### config.mk
export PLATFORM = sky130hd
export DESIGN_NAME = pong_clock_digits
export DESIGN_NICKNAME = d
export VERILOG_FILES = /design/src/rtl/pong_clock_digits.sv
export SDC_FILE = /design/constraint.sdc
export NUM_CORES = 1
export LEC_CHECK = 0
export ABC_AREA = 1
export BUFFER_PORTS_ARGS = -buffer_cell sky130_fd_sc_hd__buf_2
export CAP_MARGIN = 30
export CORE_MARGIN = 2
export CORE_UTILIZATION = 40
export CTS_CLUSTER_DIAMETER = 100
export DETAILED_ROUTE_END_ITERATION = 10
export SLEW_MARGIN = 20
export SYNTH_ARGS = -nofsm -noshare
export SYNTH_HDL_FRONTEND = slang
export SYNTH_SLANG_ARGS = --single-unit
### constraint.sdc
create_clock -name clk -period 2.71 [get_ports clk]
set_clock_uncertainty 0.2 [all_clocks]
set_input_delay 0.1355 -clock clk [delete_from_list [all_inputs] [get_ports clk]]
set_output_delay 0.1355 -clock clk [all_outputs]
set_load 0.01 [all_outputs]
### src/rtl/pong_clock_digits.sv
// pong_clock_digits: clock helpers and seven-segment digit glyph ROM for the
// pong display. Produces a divided square-wave clock, a half-rate pixel
// clock, and a registered 64x64 glyph lookup for the digits 0..9.
module pong_clock_digits #(
    parameter int DIVIDER = 500
) (
    input  logic        clk,
    input  logic        Reset,
    output logic        div_clk,
    output logic        pix_clk,
    input  logic [3:0]  digit,
    input  logic [11:0] address,
    output logic [2:0]  data
);

    // Terminal count of the divider. It wraps here, so the half-period is DIVIDER edges.
    localparam logic [15:0] CNT_LAST = 16'(DIVIDER - 1);

    logic [15:0] r_cnt;
    logic        r_divClk;
    logic        r_pixClk;
    logic [2:0]  r_data;

    logic [5:0]  w_row;
    logic [5:0]  w_col;
    logic [6:0]  w_segMask;
    logic [6:0]  w_segHit;
    logic        w_lit;

    assign w_row = address[11:6];
    assign w_col = address[5:0];

    // Divider counter. div_clk toggles on the same edge that the counter wraps to zero.
    always_ff @(posedge clk or posedge Reset) begin
        if (Reset) begin
            r_cnt    <= 16'd0;
            r_divClk <= 1'b0;
        end else if (r_cnt == CNT_LAST) begin
            r_cnt    <= 16'd0;
            r_divClk <= ~r_divClk;
        end else begin
            r_cnt    <= r_cnt + 16'd1;
        end
    end

    // Half-rate pixel clock. It toggles on every system clock edge.
    always_ff @(posedge clk or posedge Reset) begin
        if (Reset) begin
            r_pixClk <= 1'b0;
        end else begin
            r_pixClk <= ~r_pixClk;
        end
    end

    // Segments lit for each digit, bit order {g,f,e,d,c,b,a}. Codes 10..15 are blank.
    always_comb begin
        w_segMask = 7'b0000000;
        case (digit)
            4'd0:    w_segMask = 7'b0111111;
            4'd1:    w_segMask = 7'b0000110;
            4'd2:    w_segMask = 7'b1011011;
            4'd3:    w_segMask = 7'b1001111;
            4'd4:    w_segMask = 7'b1100110;
            4'd5:    w_segMask = 7'b1101101;
            4'd6:    w_segMask = 7'b1111101;
            4'd7:    w_segMask = 7'b0000111;
            4'd8:    w_segMask = 7'b1111111;
            4'd9:    w_segMask = 7'b1101111;
            default: w_segMask = 7'b0000000;
        endcase
    end

    // Geometric hit test of the pixel against each segment rectangle of the glyph cell.
    always_comb begin
        w_segHit    = 7'b0000000;
        w_segHit[0] = (w_row >= 6'd4)  && (w_row <= 6'd11) && (w_col >= 6'd12) && (w_col <= 6'd51);
        w_segHit[1] = (w_row >= 6'd4)  && (w_row <= 6'd31) && (w_col >= 6'd44) && (w_col <= 6'd51);
        w_segHit[2] = (w_row >= 6'd32) && (w_row <= 6'd59) && (w_col >= 6'd44) && (w_col <= 6'd51);
        w_segHit[3] = (w_row >= 6'd52) && (w_row <= 6'd59) && (w_col >= 6'd12) && (w_col <= 6'd51);
        w_segHit[4] = (w_row >= 6'd32) && (w_row <= 6'd59) && (w_col >= 6'd12) && (w_col <= 6'd19);
        w_segHit[5] = (w_row >= 6'd4)  && (w_row <= 6'd31) && (w_col >= 6'd12) && (w_col <= 6'd19);
        w_segHit[6] = (w_row >= 6'd28) && (w_row <= 6'd35) && (w_col >= 6'd12) && (w_col <= 6'd51);
    end

    // A pixel is lit if any enabled segment covers it. Overlaps simply stay lit.
    assign w_lit = |(w_segHit & w_segMask);

    // Registered ROM read. There is no enable, so a new lookup is made every cycle.
    always_ff @(posedge clk or posedge Reset) begin
        if (Reset) begin
            r_data <= 3'b000;
        end else begin
            r_data <= w_lit ? 3'b111 : 3'b000;
        end
    end

    assign div_clk = r_divClk;
    assign pix_clk = r_pixClk;
    assign data    = r_data;

endmodule

==> results.toml <==
[worst_setup_path]
path_delay_family = "simple AND/OR/NAND/NOR gates"
path_cells = "ha_1, nand2_2, nor2_4, inv_1, nor2_1, nand3_1, xor2_1, inv_1"
cpMaxStageDelayCell = "dfrtp_1"
cp_max_fo = 4
critPathBufInv = 2
startpoint_type = "flop"
worstPathRequired_ps = 2710
critPathKind = "flop to flop"
slowest_delay_ps = 390
cpMostUsedCell = "inv_1"
arrival_ps = 1690
end_kind = "flop"

[drt]
firstDrtPassIters = 4
ant_nets = 0
wirelength_um = 2590
viasPerCell = 4.41
drc = 0
drt_iter0_drc = 41
dr_total_vias = 1190
post_drt_wl_per_cell_um = 9.58

[die]
rows = 21
die_w_um = 62.6
fp.dieH_um = 62.6
initial_core_util = 0.415
io_pins = 23
fp.dieArea_sq_um = 3920
core_sq_um = 3310

[status]
outcome = "finished, final reports clean"

[yosys]
ys_types = 22
ys_warn_count = 0
synth_top_cell_by_area = "dfrtp_1"
synth_seq_area_share = 0.346
syn_area_sq_um = 1380
syn_area_per_cell_sq_um = 6.77
yosys.area.top_type_share = 0.346
synth_area_leaders = "dfrtp_1, nand2_1, inv_1"
ys_ff_latch = 19
syn_inst = 203
syn_nets = 228

[final_layout]
fillers = 382
area_delta_synth_final_pct = 12.4
drive_above_1_share = 0.138
n_antenna_cell = 0
stdcell_count = 270
layout_commonest_cell = "nand2_1"
final_cell_mix = "nand2_1, inv_1, nor2_1"
nets = 250
final_design_area_no_fill_sq_um = 1550

[clock_tree]
numCtsBuffers = 3
cts.sinks = 19
cts_root_buffer = "clkbuf_4"
htreeDepth = 1
clk_latency_ps = 300
clkTransAtPathRegs_ps = 120
cts_tree = "done"
clk_path_buf_depth = 2

[placement]
post-dp-hpwl_um = 2060
dp_cells = 265
placed_area_sq_um = 1510
io_buffers = 18
finalWeightedCongestion = 0.848

[global_route]
antenna_found_initial = 0
grt_max_degree = 20
grt.total_usage = 0.148
grt_first_pass_wirelength_um = 4710
first_global_vias = 1204
grt.overflow.total = 0

[timing]
relSlewSlack = 0.525
fin_crit_ps = 1690
period_share = 0.623
worstMarginPinSlew_ps = 712
fmax_ghz = 0.592
finalMaxSlewViolations = 0
rsz0062_at_grt = "false"
tns_ps = 0
setup_violations = 0
finalHoldViolCount = 0

[power_and_ir_drop]
p_leak_nw = 0.859
max-vdd-ir-drop_uv = 112
power_density_nw_per_um2 = 331

[job]
drv_cap = 0

[min_path]
holdCritPathClass = "input port to flop"
[sequential cells by signal (all words and copies together), names as in the netlist]
name / flops
r_cnt: 16
data: 1
div_clk: 1
pix_clk: 1
[worst paths after layout]
check	cells after the start	endpoint	slack [ps]	startpoint
worst min-delay path	7	data[1]	80	digit[3]
worst min register to register	1	pix_clk	260	pix_clk
worst max register to register	8	r_cnt[14]	1020	r_cnt[0]
min in group asynchronous	3	r_cnt[1]	290	Reset
max in group asynchronous	3	r_cnt[13]	1570	Reset
worst max-delay path	8	r_cnt[14]	1020	r_cnt[0]
[tightest hold or removal path: cells and delay by family]
family | cells | cell delay [ps]
buf+inv | 1 | 90
compound gates | 1 | 40
simple gates | 5 | 290
[per-layer routing]
metal,up-vias,global-route usage,part of all wire
met4,0,0.0750,0.015
met3,4,0.0126,0.023
li1,651,-,-
met5,-,0,0
met1,517,0.161,0.46
met2,18,0.282,0.50
[logic make-up (layout without fill, tap and decap cells)]
group,count (synthesis),in the layout,synth area share
AND/OR/NAND/NOR,120,120,0.388
XOR/XNOR,9,9,0.0573
adder cells (fa/ha/maj),7,7,0.0637
AO/OA/AOI/OAI,8,8,0.0309
buffers and inverters,40,61,0.115
flip-flops,19,19,0.346
[stage by stage]
| step | util | setup WS, ps | total power, mW | hold WS (ps) |
|---|---|---|---|---|
| after global placement | 0.455 | 1070 | 0.370 | 81.3 |
| after floorplan | - | 1220 | 0.345 | -113 |
| final | 0.467 | 1020 | 0.512 | 80.2 |
| after CTS | 0.467 | 1010 | 0.520 | 80.6 |
| after detailed placement | 0.455 | 1050 | 0.370 | 93.7 |
| after global routing | 0.467 | 873 | 0.541 | 146 |
[timing repair]
item / 4_1_cts / 5_1_grt
setup buffers: 0 / 0
hold endpoints to repair: 19 / 0
hold buffers: 1 / 0
resized for setup: 0 / 0
[cells in the mapped netlist]
cell       n
a21oi_1    2
buf_4      2
dfrtp_1   19
ha_1       7
inv_1     37
inv_2      1
nand2_1   51
nand2_2    3
nand3_1   13
nand3_2    1
nand3b_1   2
nand4_1    2
nor2_1    37
nor2_2     1
nor2_4     2
nor3_1     6
nor3_4     1
o21ai_0    5
o21bai_1   1
or2_1      1
xnor2_1    2
xor2_1     7
[report_power, final]
part | total [mW] | switching [mW] | internal (mW)
Combinational | 0.0768 | 0.0479 | 0.0289
Clock | 0.148 | 0.0930 | 0.0551
Sequential | 0.287 | 0.00138 | 0.286
[cell type report]
| class | count | area [sq um] | area share |
|---|---|---|---|
| multi-input cells | 144 | 742 | 0.480 |
| flip-flops and latches | 19 | 475 | 0.308 |
| inverters | 38 | 143 | 0.0923 |
| repair buffers | 19 | 100 | 0.0648 |
| well taps | 46 | 57.6 | 0.0372 |
| clock buffers | 3 | 22.5 | 0.0146 |
| clock inverters | 1 | 5.00 | 0.00324 |
No activity file was read; power rests on OpenSTA's default activity.
